==> config.mk <==
export PLATFORM = sky130hd
export DESIGN_NAME = div_iter_flat
export DESIGN_NICKNAME = d
export VERILOG_FILES = /design/src/rtl/div_iter_if.sv /design/src/rtl/div_iter.sv /design/src/flat_wrapper.sv
export SDC_FILE = /design/constraint.sdc
export NUM_CORES = 1
export LEC_CHECK = 0
export CAP_MARGIN = 20
export CORE_ASPECT_RATIO = 2
export CORE_MARGIN = 2
export CORE_UTILIZATION = 30
export DETAILED_ROUTE_END_ITERATION = 10
export SLEW_MARGIN = 10
export SYNTH_ARGS = -nofsm -noshare
export SYNTH_HDL_FRONTEND = slang
export SYNTH_SLANG_ARGS = --single-unit
export TNS_END_PERCENT = 1
==> constraint.sdc <==
create_clock -name clk -period 6.86 [get_ports clk]
set_clock_uncertainty 0.05 [all_clocks]
set_input_delay 2.058 -clock clk [delete_from_list [all_inputs] [get_ports clk]]
set_output_delay 2.058 -clock clk [all_outputs]
set_load 0.05 [all_outputs]
==> src/rtl/div_iter_if.sv <==
// Operand/result bundle for div_iter; master drives requests, slave returns results.
// start is accepted only while busy is low; no queuing, so masters must wait for done.
interface div_iter_if #(
  parameter int LENGTH = 32
);
  logic              start;
  logic [LENGTH-1:0] A;
  logic [LENGTH-1:0] B;
  logic [LENGTH-1:0] Q;
  logic [LENGTH-1:0] R;
  logic              done;
  logic              busy;
  logic              div_by_zero;

  modport master (
    output start, A, B,
    input  Q, R, done, busy, div_by_zero
  );

  modport slave (
    input  start, A, B,
    output Q, R, done, busy, div_by_zero
  );
endinterface

==> src/rtl/div_iter.sv <==
// Shift-subtract divider, LENGTH+2 cycle latency (2 for divide-by-zero/overflow), one-cycle done.
// One operation in flight: start is ignored while busy and never queued.
module div_iter #(
  parameter int LENGTH       = 32,
  parameter bit UNSIGNED_DIV = 1'b1
) (
  input  logic       clk,
  input  logic       rst,
  div_iter_if.slave  bus
);

  localparam int CW = $clog2(LENGTH);

  typedef enum logic [1:0] {IDLE, PREP, CALC, FIX} state_t;

  state_t            state, state_nxt;
  logic [LENGTH-1:0] a_r, b_r, babs, quo;
  logic [LENGTH:0]   rem;
  logic [CW-1:0]     cnt;
  logic              sq, sr;
  logic [LENGTH-1:0] q_r, r_r;
  logic              done_r, dbz_r;

  logic              a_neg, b_neg, b_zero, ovf;
  logic [LENGTH-1:0] a_abs, b_abs;
  logic [LENGTH:0]   rem_sh;
  logic [LENGTH+1:0] trial;

  assign a_neg  = !UNSIGNED_DIV && a_r[LENGTH-1];
  assign b_neg  = !UNSIGNED_DIV && b_r[LENGTH-1];
  assign a_abs  = a_neg ? -a_r : a_r;
  assign b_abs  = b_neg ? -b_r : b_r;
  assign b_zero = (b_r == '0);
  // Most-negative / -1 has no representable quotient; it bypasses the iteration.
  assign ovf    = !UNSIGNED_DIV && (a_r == {1'b1, {(LENGTH-1){1'b0}}}) && (&b_r);

  assign rem_sh = {rem[LENGTH-1:0], quo[LENGTH-1]};
  assign trial  = {1'b0, rem_sh} - {2'b00, babs};

  always_ff @(posedge clk) begin
    if (rst) state <= IDLE;
    else     state <= state_nxt;
  end

  always_comb begin
    state_nxt = state;
    case (state)
      IDLE:    if (bus.start) state_nxt = PREP;
      PREP:    state_nxt = (b_zero || ovf) ? FIX : CALC;
      CALC:    if (cnt == '0) state_nxt = FIX;
      FIX:     state_nxt = IDLE;
      default: state_nxt = IDLE;
    endcase
  end

  always_ff @(posedge clk) begin
    if (rst) begin
      a_r    <= '0;
      b_r    <= '0;
      babs   <= '0;
      quo    <= '0;
      rem    <= '0;
      cnt    <= '0;
      sq     <= 1'b0;
      sr     <= 1'b0;
      q_r    <= '0;
      r_r    <= '0;
      dbz_r  <= 1'b0;
      done_r <= 1'b0;
    end else begin
      done_r <= (state == FIX);
      case (state)
        IDLE: begin
          if (bus.start) begin
            a_r <= bus.A;
            b_r <= bus.B;
          end
        end
        PREP: begin
          babs <= b_abs;
          quo  <= a_abs;
          rem  <= '0;
          sq   <= a_neg ^ b_neg;
          sr   <= a_neg;
          cnt  <= CW'(LENGTH - 1);
        end
        CALC: begin
          // Remainder never exceeds babs, so the shifted value fits LENGTH+1 bits.
          if (!trial[LENGTH+1]) begin
            rem <= trial[LENGTH:0];
            quo <= {quo[LENGTH-2:0], 1'b1};
          end else begin
            rem <= rem_sh;
            quo <= {quo[LENGTH-2:0], 1'b0};
          end
          cnt <= cnt - 1'b1;
        end
        FIX: begin
          if (b_zero) begin
            q_r   <= '1;
            r_r   <= a_r;
            dbz_r <= 1'b1;
          end else if (ovf) begin
            q_r   <= a_r;
            r_r   <= '0;
            dbz_r <= 1'b0;
          end else begin
            q_r   <= sq ? -quo : quo;
            r_r   <= sr ? -rem[LENGTH-1:0] : rem[LENGTH-1:0];
            dbz_r <= 1'b0;
          end
        end
        default: ;
      endcase
    end
  end

  assign bus.Q           = q_r;
  assign bus.R           = r_r;
  assign bus.done        = done_r;
  assign bus.div_by_zero = dbz_r;
  assign bus.busy        = (state != IDLE);

endmodule

==> src/flat_wrapper.sv <==
// flat-port wrapper written by rule: the top's interface ports become plain ports
module div_iter_flat 
#(
  parameter int LENGTH       = 32,
  parameter bit UNSIGNED_DIV = 1'b1
)
  (clk, rst, bus_start, bus_A, bus_B, bus_Q, bus_R, bus_done, bus_busy, bus_div_by_zero);
  div_iter_if #(.LENGTH(LENGTH)) bus_i ();
  input  logic clk;
  input  logic rst;
  input wire logic [$bits(bus_i.start)-1:0] bus_start;
  input wire logic [$bits(bus_i.A)-1:0] bus_A;
  input wire logic [$bits(bus_i.B)-1:0] bus_B;
  output wire logic [$bits(bus_i.Q)-1:0] bus_Q;
  output wire logic [$bits(bus_i.R)-1:0] bus_R;
  output wire logic [$bits(bus_i.done)-1:0] bus_done;
  output wire logic [$bits(bus_i.busy)-1:0] bus_busy;
  output wire logic [$bits(bus_i.div_by_zero)-1:0] bus_div_by_zero;
  assign bus_i.start = bus_start;
  assign bus_i.A = bus_A;
  assign bus_i.B = bus_B;
  assign bus_Q = bus_i.Q;
  assign bus_R = bus_i.R;
  assign bus_done = bus_i.done;
  assign bus_busy = bus_i.busy;
  assign bus_div_by_zero = bus_i.div_by_zero;
  div_iter #(.LENGTH(LENGTH), .UNSIGNED_DIV(UNSIGNED_DIV)) u_core (.clk(clk), .rst(rst), .bus(bus_i));
endmodule
==> impl_results.md, run 1 <==
* DRT antenna net count at 0
* Synth Flop Type: dfxtp_1
* Vias per cell at 4.916
* Initial antenna violation count at 0
* Layout cell share with drive strength beyond 1 at 0.05132
* Crit path capture type: output port
* Commonest non-fill, non-tap cell in the layout: dfxtp_1
* CTS Hold Bufs at 0
* Worst VDD drop at 290.1 uV
* # fillers at 3666
* Initial core utilization at 0.3035
* Adder-Cell Fraction of Synth Area at 0.04707
* Grt total ovfl at 0
* Die Y at roughly 270 um
* Vias in the first global route at 8943
* Worst Hold Launch: u_core.b_abs[19]
* Hold Crit Class: reg -> reg
* Worst setup margin at roughly 2.5 ns
* Status: complete, no violations
* Largest net degree at the start of global routing at 133
* Post-Synth XOR/XNOR Area at 0.01948
* Critical path startpoint: u_core.state[0]
* Via count at 8917
* DRC Markers at 0
* Clock sinks at 233
* Cell Count, Final, Fillers Out at roughly 1800
* Htree depth at 1
* Multiplexer share of the synthesized area at 0.09751
* Multi-input combinational cell area at 5634 sq um
* Leak at approximately 4.7 nW
* Area Growth Syn to Fin at 22.04%
* RSZ-0062 raised after global routing: no
* WP data required at 4.75 ns
* Synth Area in Simple Gates at 0.1532
* Relative slew slack at 0.2914
* Die area at 37600 sq um
* Fin. Hold Viols at 0
* First-pass GRT wire length at between 40 and 50 mm
* Crit share post-route at 0.6338
* Kind of critical path: reg -> out
* RR Endpoint: u_core.rem[2]
* WHS Endpoint: u_core.b_abs[19]
* WL/cell at 16.54 um
* Pwr per Cell Area at 455.8 nW/um^2
* Crit path max fanout at 4
* Commonest non-fill, non-tap cells in the layout: 233 x dfxtp_1, 186 x nor2_1, 167 x nand2_1, 132 x clkdlybuf4s50_1
* CORE AREA at between 30000 and 40000 sq um
* Synthesized area at 10790 sq um
* Seq. cell area at ~4700 sq um
* WL final at about 30 mm
* Diodes inserted at 0
* Post-synth ARST share at 0
* PortBufs at 133
* Io pins at 134
* CTS tree: done
* Clk Latency, worst-skew pair at 0.52 ns
* Die Wd at 138.1 um
* Root buf cell: clkbuf_16
* Seq/Total Area, Yosys at 0.4322
* Post-DP HPWL at 21.52 mm
* Mapped Cells at 1272
* R2R cell count at 11
* Main combinational cell family by area after synthesis: compound AO/OA/AOI/OAI gates
* Final Net Count at 1456
* Total GRT Usage at 0.1548
* Syn_area_per_cell at between 8 and 9 sq um
* Maximum clock path buffer count at 3
* Max-Cap Viols at 0
* Setup violations, final at 0
* EDFF count, synth at 0
* Netlist cell types at 62
* WHS Path Cells at 2
* Ys Warns at 0
* Clk pin slew, worst setup/hold paths at 0.07 ns
* Cts bufs inserted at 22
* Setup bufs post-CTS at 0
* # rows at 98
* Reg-to-reg slack, setup at 3.31 ns
* # resized after CTS at 0
* Setup TNS at 0 ns
* Gpl congestion at between 0.8 and 0.9
* Pins Over Slew Limit at 0
* Startpoint types: register
* Placed Cells incl. Taps at 1775
* Post-synthesis register bit count at between 200 and 250
* Highest clock rate at 230.0 MHz
* First-pass iteration count of the detailed router at 4
* Syn_nets at 1379
* Synth Area in Compound Gates at 0.2017
* Tmin final at 4.348 ns
* Crit path DAT at 2.24 ns
* First-iteration detailed-routing DRC count at between 300 and 400
* Pre-CTS setup slack at 2.918 ns
* Worst-Margin Slew at 1.063 ns
* Reg-to-reg startpoint: u_core.babs[1]
## metrics by stage
stage	cell area [sq um]	hold slack (ns)	utilization	total power, mW
2_1_floorplan	10790	0.3894	-	4.058
3_3_place_gp	12430	0.4089	0.3497	4.741
3_5_place_dp	12430	0.4154	0.3497	4.777
4_1_cts	13170	0.4254	0.3704	6.061
5_1_grt	13170	0.4372	0.3704	6.391
6_report	13170	0.4229	0.3704	6.003
## synth_stat cells (all sizes together) (3+ instances only)
library cell,number,area share
o21ai,50,0.024
and3,4,0.0023
o211ai,3,0.0026
o21bai,5,0.0035
inv,44,0.015
nand2,169,0.059
nand4,9,0.0052
or3,3,0.0017
buf,24,0.010
nor3,4,0.0019
o31a,3,0.0026
nand3,4,0.0019
nor4,9,0.0052
a21o,21,0.015
a32oi,8,0.0065
dfxtp,233,0.43
a21oi,104,0.048
xnor2,14,0.011
nor2,188,0.065
nor2b,4,0.0030
a22o,5,0.0041
clkbuf,66,0.023
mux2i,104,0.096
ha,39,0.045
a311oi,3,0.0024
nand2b,4,0.0023
a22oi,3,0.0021
a211oi,100,0.070
o21a,7,0.0049
xor2,10,0.0081
## worst max-delay path, stage by stage (launching register included)
cell and delay, ns:
dfxtp_1 0.45, inv_1 0.14, ha_2 0.22, inv_1 0.10, clkdlybuf4s50_1 0.81
## cell type report
type | count | share of cell area
Clock inverter | 10 | 0.009690
Tap cell | 450 | 0.04275
Multi-Input combinational cell | 905 | 0.4278
Timing Repair Buffer | 143 | 0.1069
Inverter | 44 | 0.01254
Sequential cell | 233 | 0.3542
Clock buffer | 29 | 0.04617
## how the worst max path moves through the flow
| stage | endpoint | slack [ns] | depth (start not counted) |
|---|---|---|---|
| finish | bus_busy | 2.51 | 4 |
| global route | bus_busy | 2.46 | 4 |
| CTS | bus_busy | 2.51 | 4 |
| detailed placement | u_core.quo[3] | 2.92 | 3 |
| global placement | u_core.rem[24] | 2.96 | 5 |
| floorplan | u_core.rem[18] | 3.53 | 6 |
## registers in the layout, summed over array words and instances (netlist names)
register and count:
u_core.quo 32, u_core.babs 32, u_core.bus.done 1, u_core.bus.Q 32, u_core.bus.div_by_zero 1, u_core.bus.R 32
u_core.cnt 5, u_core.state 2, u_core.a_abs 32, u_core.rem 32, u_core.b_abs 32
## power by group
group | switching [mW] | internal (mW) | total (mW)
Combinational | 1.80 | 1.13 | 2.93
Clock | 0.532 | 0.738 | 1.27
Sequential | 0.204 | 1.60 | 1.81
Total | 2.53 | 3.47 | 6.00
## logic make-up (layout without fill, tap and decap cells)
logic type,after synthesis,after routing
AND/OR/NAND/NOR,406,406
AO/OA/AOI/OAI,330,330
flip-flops,233,233
buffers and inverters,134,226
multiplexers,105,105
adder cells (fa/ha/maj),40,40
XOR/XNOR,24,24
## per-layer routing
metal	track usage	wire (um)
met5	0	0
met1	0.1623	11620
met3	0.01635	835
met4	0.08056	1442
met2	0.3002	16110
Power figures use the tool's default switching activity.
==> run 2, diff against run 1 <==
==> constraint.sdc (replaced) <==
create_clock -name clk -period 3.91 [get_ports clk]
set_clock_uncertainty 0.05 [all_clocks]
set_input_delay 1.173 -clock clk [delete_from_list [all_inputs] [get_ports clk]]
set_output_delay 1.173 -clock clk [all_outputs]
set_load 0.05 [all_outputs]
==> run 2 against run 1 <==
Compared with the run above:
- via count grew 1.6%
- sequential cell count is the same
- clock power grew 66%
- utilization grew 0.18 points
- largest cell class unchanged
- highest routed layer unchanged
==> impl_results.md, run 2 (synthesis results as in run 1) <==
* Diodes inserted at 0 (unchanged)
* First-iteration detailed-routing DRC count at 406 (was 380)
* Gpl congestion at 0.8615 (was 0.8976)
* Area Growth Syn to Fin at 22.62% (was 22.04%)
* CTS Hold Bufs at 0 (unchanged)
* Status: complete, no violations (unchanged)
* Htree depth at 1 (unchanged)
* Cts bufs inserted at 22 (unchanged)
* Setup violations, final at 0 (unchanged)
* Highest clock rate at 290.8 MHz
* Total power at 10.51 mW (was 6.003 mW)
* Vias in the first global route at 8971 (was 8943)
* Placed Cells incl. Taps at 1778 (was 1775)
* Layout cell share with drive strength beyond 1 at 0.05417 (was 0.05132)
* Fin. Hold Viols at 0 (unchanged)
* DRC Markers at 0 (unchanged)
* Largest net degree at the start of global routing at 159 (was 133)
* Clock sinks at 233 (unchanged)
* Via count at 9057 (was 8917)
* DRT antenna net count at 0 (unchanged)
* Vias per cell at 4.987 (was 4.916)
* Cell Count, Final, Fillers Out at 1816 (was 1814)
* WL/cell at 16.78 um (was 16.54 um)
* Worst Hold Launch: u_core.b_abs[11] (was u_core.b_abs[19])
* Crit path DAT at 2.22 ns (was 2.24 ns)
* Crit path max fanout at 4 (unchanged)
* RSZ-0062 raised after global routing: no (unchanged)
* Commonest non-fill, non-tap cells in the layout: 233 x dfxtp_1, 186 x nor2_1, 167 x nand2_1, 132 x clkdlybuf4s50_1 (unchanged)
* Comb power frac at 0.497 (was 0.487)
* Pwr per Cell Area at 794.1 nW/um^2 (was 455.8 nW/um^2)
* Io pins at 134 (unchanged)
* First-pass GRT wire length at 47.96 mm (was 47.60 mm)
* Setup TNS at 0 ns (unchanged)
* Grt total ovfl at 0 (unchanged)
* # rows at 98 (unchanged)
* WL final at 30.47 mm (was 30.01 mm)
* Switching Fraction at 0.4239 (was 0.4220)
* Setup bufs post-CTS at 0 (unchanged)
* Clock power share at 0.200 (was 0.212)
* Die area at 37600 sq um (unchanged)
* Initial core utilization at 0.3035 (unchanged)
* Crit share post-route at 0.8795
* Clk Latency, worst-skew pair at 0.52 ns (about the same)
* Int Power at 6.053 mW (was 3.470 mW)
* Maximum clock path buffer count at 3 (unchanged)
* First-pass iteration count of the detailed router at 4 (unchanged)
* Kind of critical path: reg -> out (unchanged)
* WP data required at 2.69 ns (was 4.75 ns)
* Clk pin slew, worst setup/hold paths at 0.07 ns (about the same)
* Tmin final at 3.439 ns
* Critical path startpoint: u_core.state[0] (unchanged)
* Worst-Margin Slew at 0.7874 ns (was 1.063 ns)
* Sequential share of power at 0.302 (was 0.301)
* Commonest non-fill, non-tap cell in the layout: dfxtp_1 (unchanged)
* CTS tree: done (unchanged)
* Die Y at 272.2 um (unchanged)
* Worst hold margin at 0.4224 ns (was 0.4229 ns)
* Leak at 4.756 nW (was 4.726 nW)
* # resized after CTS at 0 (unchanged)
* Final Net Count at 1460 (was 1456)
* Worst VDD drop at 665.9 uV (was 290.1 uV)
* Relative slew slack at 0.4732 (was 0.2914)
* Net switching power at 4.454 mW (was 2.533 mW)
* Pins Over Slew Limit at 0 (unchanged)
* Die Wd at 138.1 um (unchanged)
* Reg-to-reg startpoint: u_core.quo[31] (was u_core.babs[1])
* Total GRT Usage at 0.1569 (was 0.1548)
* CORE AREA at 35560 sq um (unchanged)
* Hold Crit Class: reg -> reg (unchanged)
* # fillers at 3630 (was 3666)
* PortBufs at 133 (unchanged)
* Post-DP HPWL at 22.36 mm (was 21.52 mm)
* Initial antenna violation count at 0 (unchanged)
* Crit path capture type: output port (unchanged)
* Startpoint types: register (unchanged)
* Root buf cell: clkbuf_16 (unchanged)
* Max-Cap Viols at 0 (unchanged)
==> run 2: cell types whose count changed in the layout (fill, tap and decap cells not counted), sizes merged <==
| cell | before | now |
|---|---|---|
| bufinv | 3 | 0 |
| buf | 11 | 15 |
| clkinvlp | 1 | 0 |
| clkinv | 6 | 5 |
| clkbuf | 29 | 32 |
==> run 2: power by group through the flow <==
stage | clock (mW) | combinational, mW | sequential, mW
floorplan | 0 | 3.58 | 3.54
global placement | 0 | 5.18 | 3.22
detailed placement | 0 | 5.24 | 3.23
CTS | 2.17 | 5.25 | 3.18
global route | 2.25 | 5.72 | 3.23
finish | 2.11 | 5.22 | 3.18
==> run 2: final timing paths <==
kind              cells after the start               end  slack [ns]
hold / removal                        2  u_core.b_abs[11]        0.42
setup / recovery                      4          bus_busy        0.47
hold reg to reg                       2  u_core.b_abs[11]        0.42
setup reg to reg                     12    u_core.rem[28]        0.79
==> run 2: cell type report <==
type | count | area, sq um | share of cell area
clock buffer | 32 | 669.4 | 0.05059
multi-input combinational | 905 | 5634 | 0.4258
clock inverter | 5 | 28.78 | 0.002175
sequential | 233 | 4664 | 0.3525
timing repair buffer | 147 | 1508 | 0.1139
inverter | 44 | 165.2 | 0.01248
tap | 450 | 563.0 | 0.04255
==> run 2: worst max-delay path, stage by stage (launching register included) <==
cell and delay, ns:
dfxtp_1 0.43, inv_1 0.13, ha_2 0.22, inv_1 0.10
clkdlybuf4s50_1 0.82
==> run 2: metrics by stage <==
| step | utilization | area, sq um | setup slack [ns] |
|---|---|---|---|
| 5_1_grt | 0.3721 | 13230 | 0.3900 |
| 3_5_place_dp | 0.3517 | 12510 | 0.8013 |
| 4_1_cts | 0.3714 | 13210 | 0.4410 |
| 2_1_floorplan | - | 10790 | 1.245 |
| 3_3_place_gp | 0.3517 | 12510 | 0.8415 |
| 6_report | 0.3721 | 13230 | 0.4711 |
==> run 2: metal layers <==
layer,GRT usage,share of wire
met5,0,0
met4,0.08244,0.050
met3,0.01582,0.031
met2,0.3051,0.54
met1,0.1638,0.38
